**src/rtl/load_store_unit.sv**
```systemverilog
// rtl/load_store_unit.sv - data-memory load/store stage with valid/ready request and rvalid response (optional LSU_MISALIGN_TRAP_EN)
module load_store_unit #(
    parameter int TIMEOUT = 255,
    parameter int TCW     = 8
) (
    input  logic        clk,
    input  logic        reset,
    input  logic        req_valid,
    input  logic        req_write,
    input  logic [2:0]  funct3,
    input  logic [31:0] addr,
    input  logic [31:0] wdata,
    output logic        stall,
    output logic [31:0] rdata,
    output logic        done,
    output logic        bus_err,
    output logic        fault,
    output logic        mem_valid,
    input  logic        mem_ready,
    output logic        mem_we,
    output logic [31:0] mem_addr,
    output logic [3:0]  mem_be,
    output logic [31:0] mem_wdata,
    input  logic        mem_rvalid,
    input  logic [31:0] mem_rdata
);

    typedef enum logic [1:0] {
        S_IDLE = 2'd0,
        S_REQ  = 2'd1,
        S_WAIT = 2'd2,
        S_DONE = 2'd3
    } state_t;

    // Last counter value before a silent WAIT is abandoned; unused when TIMEOUT is 0.
    localparam logic [TCW-1:0] TO_LAST = TCW'((TIMEOUT > 0) ? TIMEOUT - 1 : 0);

    state_t         state_q, state_d;
    logic           write_q, write_d;
    logic [2:0]     f3_q, f3_d;
    logic [31:0]    addr_q, addr_d;
    logic [31:0]    wdata_q, wdata_d;
    logic [31:0]    rdata_q, rdata_d;
    logic [TCW-1:0] cnt_q, cnt_d;
    logic           err_q, err_d;

    logic [3:0]     be_w;
    logic [31:0]    wdata_w;
    logic [31:0]    load_w;
    logic [7:0]     lane_b;
    logic [15:0]    lane_h;

`ifdef LSU_MISALIGN_TRAP_EN
    logic           fault_q, fault_d;
    logic           misalign;

    // Misalignment of the incoming request, judged before anything is issued.
    always_comb begin
        case (funct3[1:0])
            2'b00:   misalign = 1'b0;
            2'b01:   misalign = addr[0];
            default: misalign = (addr[1:0] != 2'b00);
        endcase
    end

    assign fault = (state_q == S_DONE) && fault_q;
`else
    assign fault = 1'b0;
`endif

    // Byte enables, lane-replicated store data and extended load data from the latched request.
    always_comb begin
        be_w    = 4'b1111;
        wdata_w = wdata_q;
        case (addr_q[1:0])
            2'b00:   lane_b = mem_rdata[7:0];
            2'b01:   lane_b = mem_rdata[15:8];
            2'b10:   lane_b = mem_rdata[23:16];
            default: lane_b = mem_rdata[31:24];
        endcase
        lane_h = addr_q[1] ? mem_rdata[31:16] : mem_rdata[15:0];
        load_w = mem_rdata;
        case (f3_q[1:0])
            2'b00: begin
                be_w    = 4'b0001 << addr_q[1:0];
                wdata_w = {4{wdata_q[7:0]}};
                load_w  = {{24{~f3_q[2] & lane_b[7]}}, lane_b};
            end
            2'b01: begin
                be_w    = addr_q[1] ? 4'b1100 : 4'b0011;
                wdata_w = {2{wdata_q[15:0]}};
                load_w  = {{16{~f3_q[2] & lane_h[15]}}, lane_h};
            end
            default: begin
                be_w    = 4'b1111;
                wdata_w = wdata_q;
                load_w  = mem_rdata;
            end
        endcase
    end

    // Next-state, request latching, response capture and timeout for the access FSM.
    always_comb begin
        state_d   = state_q;
        write_d   = write_q;
        f3_d      = f3_q;
        addr_d    = addr_q;
        wdata_d   = wdata_q;
        rdata_d   = rdata_q;
        cnt_d     = '0;
        err_d     = err_q;
`ifdef LSU_MISALIGN_TRAP_EN
        fault_d   = fault_q;
`endif
        stall     = 1'b0;
        mem_valid = 1'b0;
        case (state_q)
            S_IDLE: begin
                stall = req_valid;
                if (req_valid) begin
                    write_d = req_write;
                    f3_d    = funct3;
                    addr_d  = addr;
                    wdata_d = wdata;
                    err_d   = 1'b0;
`ifdef LSU_MISALIGN_TRAP_EN
                    fault_d = misalign;
                    state_d = misalign ? S_DONE : S_REQ;
`else
                    state_d = S_REQ;
`endif
                end
            end
            S_REQ: begin
                stall     = 1'b1;
                mem_valid = 1'b1;
                if (mem_ready) begin
                    state_d = S_WAIT;
                end
            end
            S_WAIT: begin
                stall = 1'b1;
                cnt_d = cnt_q + TCW'(1);
                if (mem_rvalid) begin
                    if (!write_q) begin
                        rdata_d = load_w;
                    end
                    state_d = S_DONE;
                end else if ((TIMEOUT != 0) && (cnt_q == TO_LAST)) begin
                    rdata_d = '0;
                    err_d   = 1'b1;
                    state_d = S_DONE;
                end
            end
            S_DONE: begin
                state_d = S_IDLE;
            end
        endcase
    end

    // State and datapath registers with synchronous active-low reset.
    always_ff @(posedge clk) begin
        if (!reset) begin
            state_q <= S_IDLE;
            write_q <= 1'b0;
            f3_q    <= 3'b000;
            addr_q  <= '0;
            wdata_q <= '0;
            rdata_q <= '0;
            cnt_q   <= '0;
            err_q   <= 1'b0;
`ifdef LSU_MISALIGN_TRAP_EN
            fault_q <= 1'b0;
`endif
        end else begin
            state_q <= state_d;
            write_q <= write_d;
            f3_q    <= f3_d;
            addr_q  <= addr_d;
            wdata_q <= wdata_d;
            rdata_q <= rdata_d;
            cnt_q   <= cnt_d;
            err_q   <= err_d;
`ifdef LSU_MISALIGN_TRAP_EN
            fault_q <= fault_d;
`endif
        end
    end

    // Request fields are driven only while a request is offered so the bus idles at zero.
    assign mem_we    = mem_valid & write_q;
    assign mem_addr  = mem_valid ? {addr_q[31:2], 2'b00} : 32'h0;
    assign mem_be    = mem_valid ? be_w : 4'b0000;
    assign mem_wdata = mem_valid ? wdata_w : 32'h0;
    assign done      = (state_q == S_DONE);
    assign bus_err   = (state_q == S_DONE) && err_q;
    assign rdata     = rdata_q;

endmodule

```
**config.mk**
```make
export PLATFORM = sky130hd
export DESIGN_NAME = load_store_unit
export DESIGN_NICKNAME = d
export VERILOG_FILES = /design/src/rtl/load_store_unit.sv
export SDC_FILE = /design/constraint.sdc
export NUM_CORES = 1
export LEC_CHECK = 0
export ABC_AREA = 1
export CAP_MARGIN = 10
export CORE_ASPECT_RATIO = 0.5
export CORE_UTILIZATION = 30
export DETAILED_ROUTE_END_ITERATION = 10
export PLACE_DENSITY_LB_ADDON = 0.1
export SETUP_SLACK_MARGIN = 0.2
export SYNTH_ARGS = -nofsm -noshare
export SYNTH_HDL_FRONTEND = slang
export SYNTH_SLANG_ARGS = --single-unit
```
**constraint.sdc**
```tcl
create_clock -name clk -period 3.6 [get_ports clk]
set_input_delay 0.36 -clock clk [delete_from_list [all_inputs] [get_ports clk]]
set_output_delay 0.36 -clock clk [all_outputs]
set_load 0.01 [all_outputs]
```
==> results.yml <==
power_and_ir_drop:
  power.density_mw_per_mm2: 623.8
  power.leakage_uw: 0.003384
  peakVddDrop_mv: 0.2839
global_route:
  grt_util_all_layers_pct: 19.17
  gr-total-overflow: 0
  antenna_found_initial: 0
  grt_pass1_wl_um: 27990
  grt_pass1_vias: 5251
  grt_max_degree: 75
clock_network:
  clock_sinks: 111
  path_clk_slew_ns: 0.08
  cts_setup_buffers: 0
  clk_latency_ns: 0.36
  cts-htree-levels: 3
  clock_path_buffers: 2
  cts_tree: "built"
  cts_made_buffers: 9
  cts_root_buffer: "clkbuf_16"
  cts_resized: 0
  hold_buffers: 0
drt:
  wire_per_inst_um: 14.30
  drt-pass1-iter-count: 8
  drc: 24
  routed_wl_um: 17760
  viasPerCell: 4.596
  via_count: 5708
  drt_iter0_drc: 347
  ant_nets: 0
critical_path:
  crit_family: "buffers and inverters"
  crit_path_max_incr_delay_ns: 0.60
  path_buf_inv: 3
  cpMaxStageDelayCell: "ha_2"
  cp_data_arrival_time_ns: 2.52
  worstPathCellList: "inv_1 > ha_2 > inv_1 > a211oi_1 > clkdlybuf4s50_1"
  crit_top_cell: "inv_1"
  worstSetupPathType: "reg2out"
  cp_max_fo: 34
  worstPathRequired_ns: 3.24
  endpoint_kind: "output pin"
  startpoint_type: "flop"
synthesis:
  yosys-top-cells-area: "dfxtp_1, nor2_1, nand2_1"
  ys_ff_latch: 111
  async_flop_share_pct: 0
  syn_area_per_cell_um2: 6.583
  synth_cell_type_count: 33
  yosys.area.top_type: "dfxtp_1"
  synth_top_cell_area_share_pct: 40.82
  synth_warnings: 0
  synth_edf_count: 0
  synth.cell_area_mm2: 0.005444
  synth_seq_area_share_pct: 40.82
  syn_inst: 827
  synth_ff_type: "dfxtp_1"
sta:
  min_period_ns: 2.884
  final.setup.worst_slack_ns: 0.7164
  rsz0062_at_grt: "no"
  drv_slew: 0
  max-slew-margin-rel_pct: 41.25
  finalCritPeriodShare_pct: 80.10
  hold_violations: 0
  clock-skew-final_ns: 0.01365
  fmax_ghz: 0.3468
  worstMarginPinSlew_ns: 0.8790
  fin_setup_tns_ns: 0
  setup_violations: 0
floorplanning:
  die_x_um: 192.5
  die_h_um: 97.26
  core_mm2: 0.01757
  start_util_pct: 30.99
  die_area_mm2: 0.01872
  pin_count: 211
  rows: 34
layout:
  layout-drive-gt1-share_pct: 6.052
  fin_area_mm2: 0.007924
  fin_nets: 1114
  nFillCells: 1873
  diodes: 0
  final_common_cell: "clkdlybuf4s50_1"
  layout_common_cells: "clkdlybuf4s50_1, nor2_1, nand2_1, dfxtp_1, o21ai_0"
  final_cells: 1242
  syn_to_final_growth_pct: 45.55
run_status:
  status: "complete, but fails checks"
  violations: "design-rule violations"
flow_run:
  maxCapViolations: 0
placement:
  place_inst: 1226
  dpl.hpwl_um: 12560
  io_buffer_count: 207
  pre_cts_slack_ns: 1.057
  detailed_place.area_mm2: 0.007625
  gp_congestion: 0.8107
worst_hold_path:
  hold_class: "reg2reg"
## synth_stat cells (2+ instances only)
library cell  number
clkinv_1           2
clkbuf_1          35
nand2_2           10
nand3_4            2
o21ai_0          101
nor2_1           197
a21oi_1           51
buf_4              4
nor2_2             4
nand2_1          153
buf_2              7
nand2_4            2
nor3_1             4
buf_6              2
buf_1              2
dfxtp_1          111
nand3_1           21
inv_1             73
ha_1               6
o22ai_1           16
a21oi_2           10
inv_2              3
## cells by family (layout without fill, tap and decap cells)
group	Yosys count	count (layout)	synth area share, %
and+or+nand+nor	397	397	29.65
AOI/OAI and AO/OA	181	181	17.93
buffers and inverters	131	310	10.16
DFF	111	111	40.82
adders and majority gates	6	6	1.379
other	1	3	0.06888
## per-stage QoR
stage	hold slack (ns)	total power (uW)	util, %
finish	0.4657	4943	45.10
global route	0.4809	5344	45.10
CTS	0.4678	5016	45.10
detailed placement	0.4525	3969	43.40
global placement	0.4488	3958	43.40
floorplan	0.4297	3067	-
## worst paths after layout
kind	slack (ns)	depth (start not counted)	endpoint	startpoint
worst max-delay path	0.72	5	mem_be[1]	state_q[1]
worst min register to register	0.47	1	cnt_q[0]	cnt_q[0]
worst min-delay path	0.47	1	cnt_q[0]	cnt_q[0]
worst max register to register	1.31	7	rdata[7]	state_q[0]
## report_power, final
part,leakage (uW),total [uW],switching [uW],internal [uW]
sequential,0.000911,1700,202,1500
clock,0.000135,1020,480,545
combinational,0.00234,2220,1300,923
total,0.00338,4940,1980,2960
## state kept, by name (all words and copies together), names as in the netlist
| name | cells |
|---|---|
| err_q | 1 |
| state_q | 2 |
| rdata | 32 |
| wdata_q | 32 |
| f3_q | 3 |
| write_q | 1 |
| addr_q | 32 |
| cnt_q | 8 |
## routing by layer
layer	vias to the layer above	share of wire [%]	global-route usage [%]	routed length (um)
met4	0	1.1	4.240	194
met5	-	0	0	0
met2	168	45	30.85	8033
met1	2566	46	25.01	8213
li1	2954	-	-	-
met3	20	7.4	5.850	1315
## cell type report
class                   count  area, um^2  share of cell area [%]
clock inverters             6       70.07                  0.8843
inverters                  79       301.5                   3.805
clock buffers              10       229.0                   2.890
flip-flops and latches    111        2222                   28.04
well taps                 234       292.8                   3.695
multi-input cells         587        2681                   33.84
repair buffers            215        2127                   26.84
No activity file was read; power rests on OpenSTA's default activity.
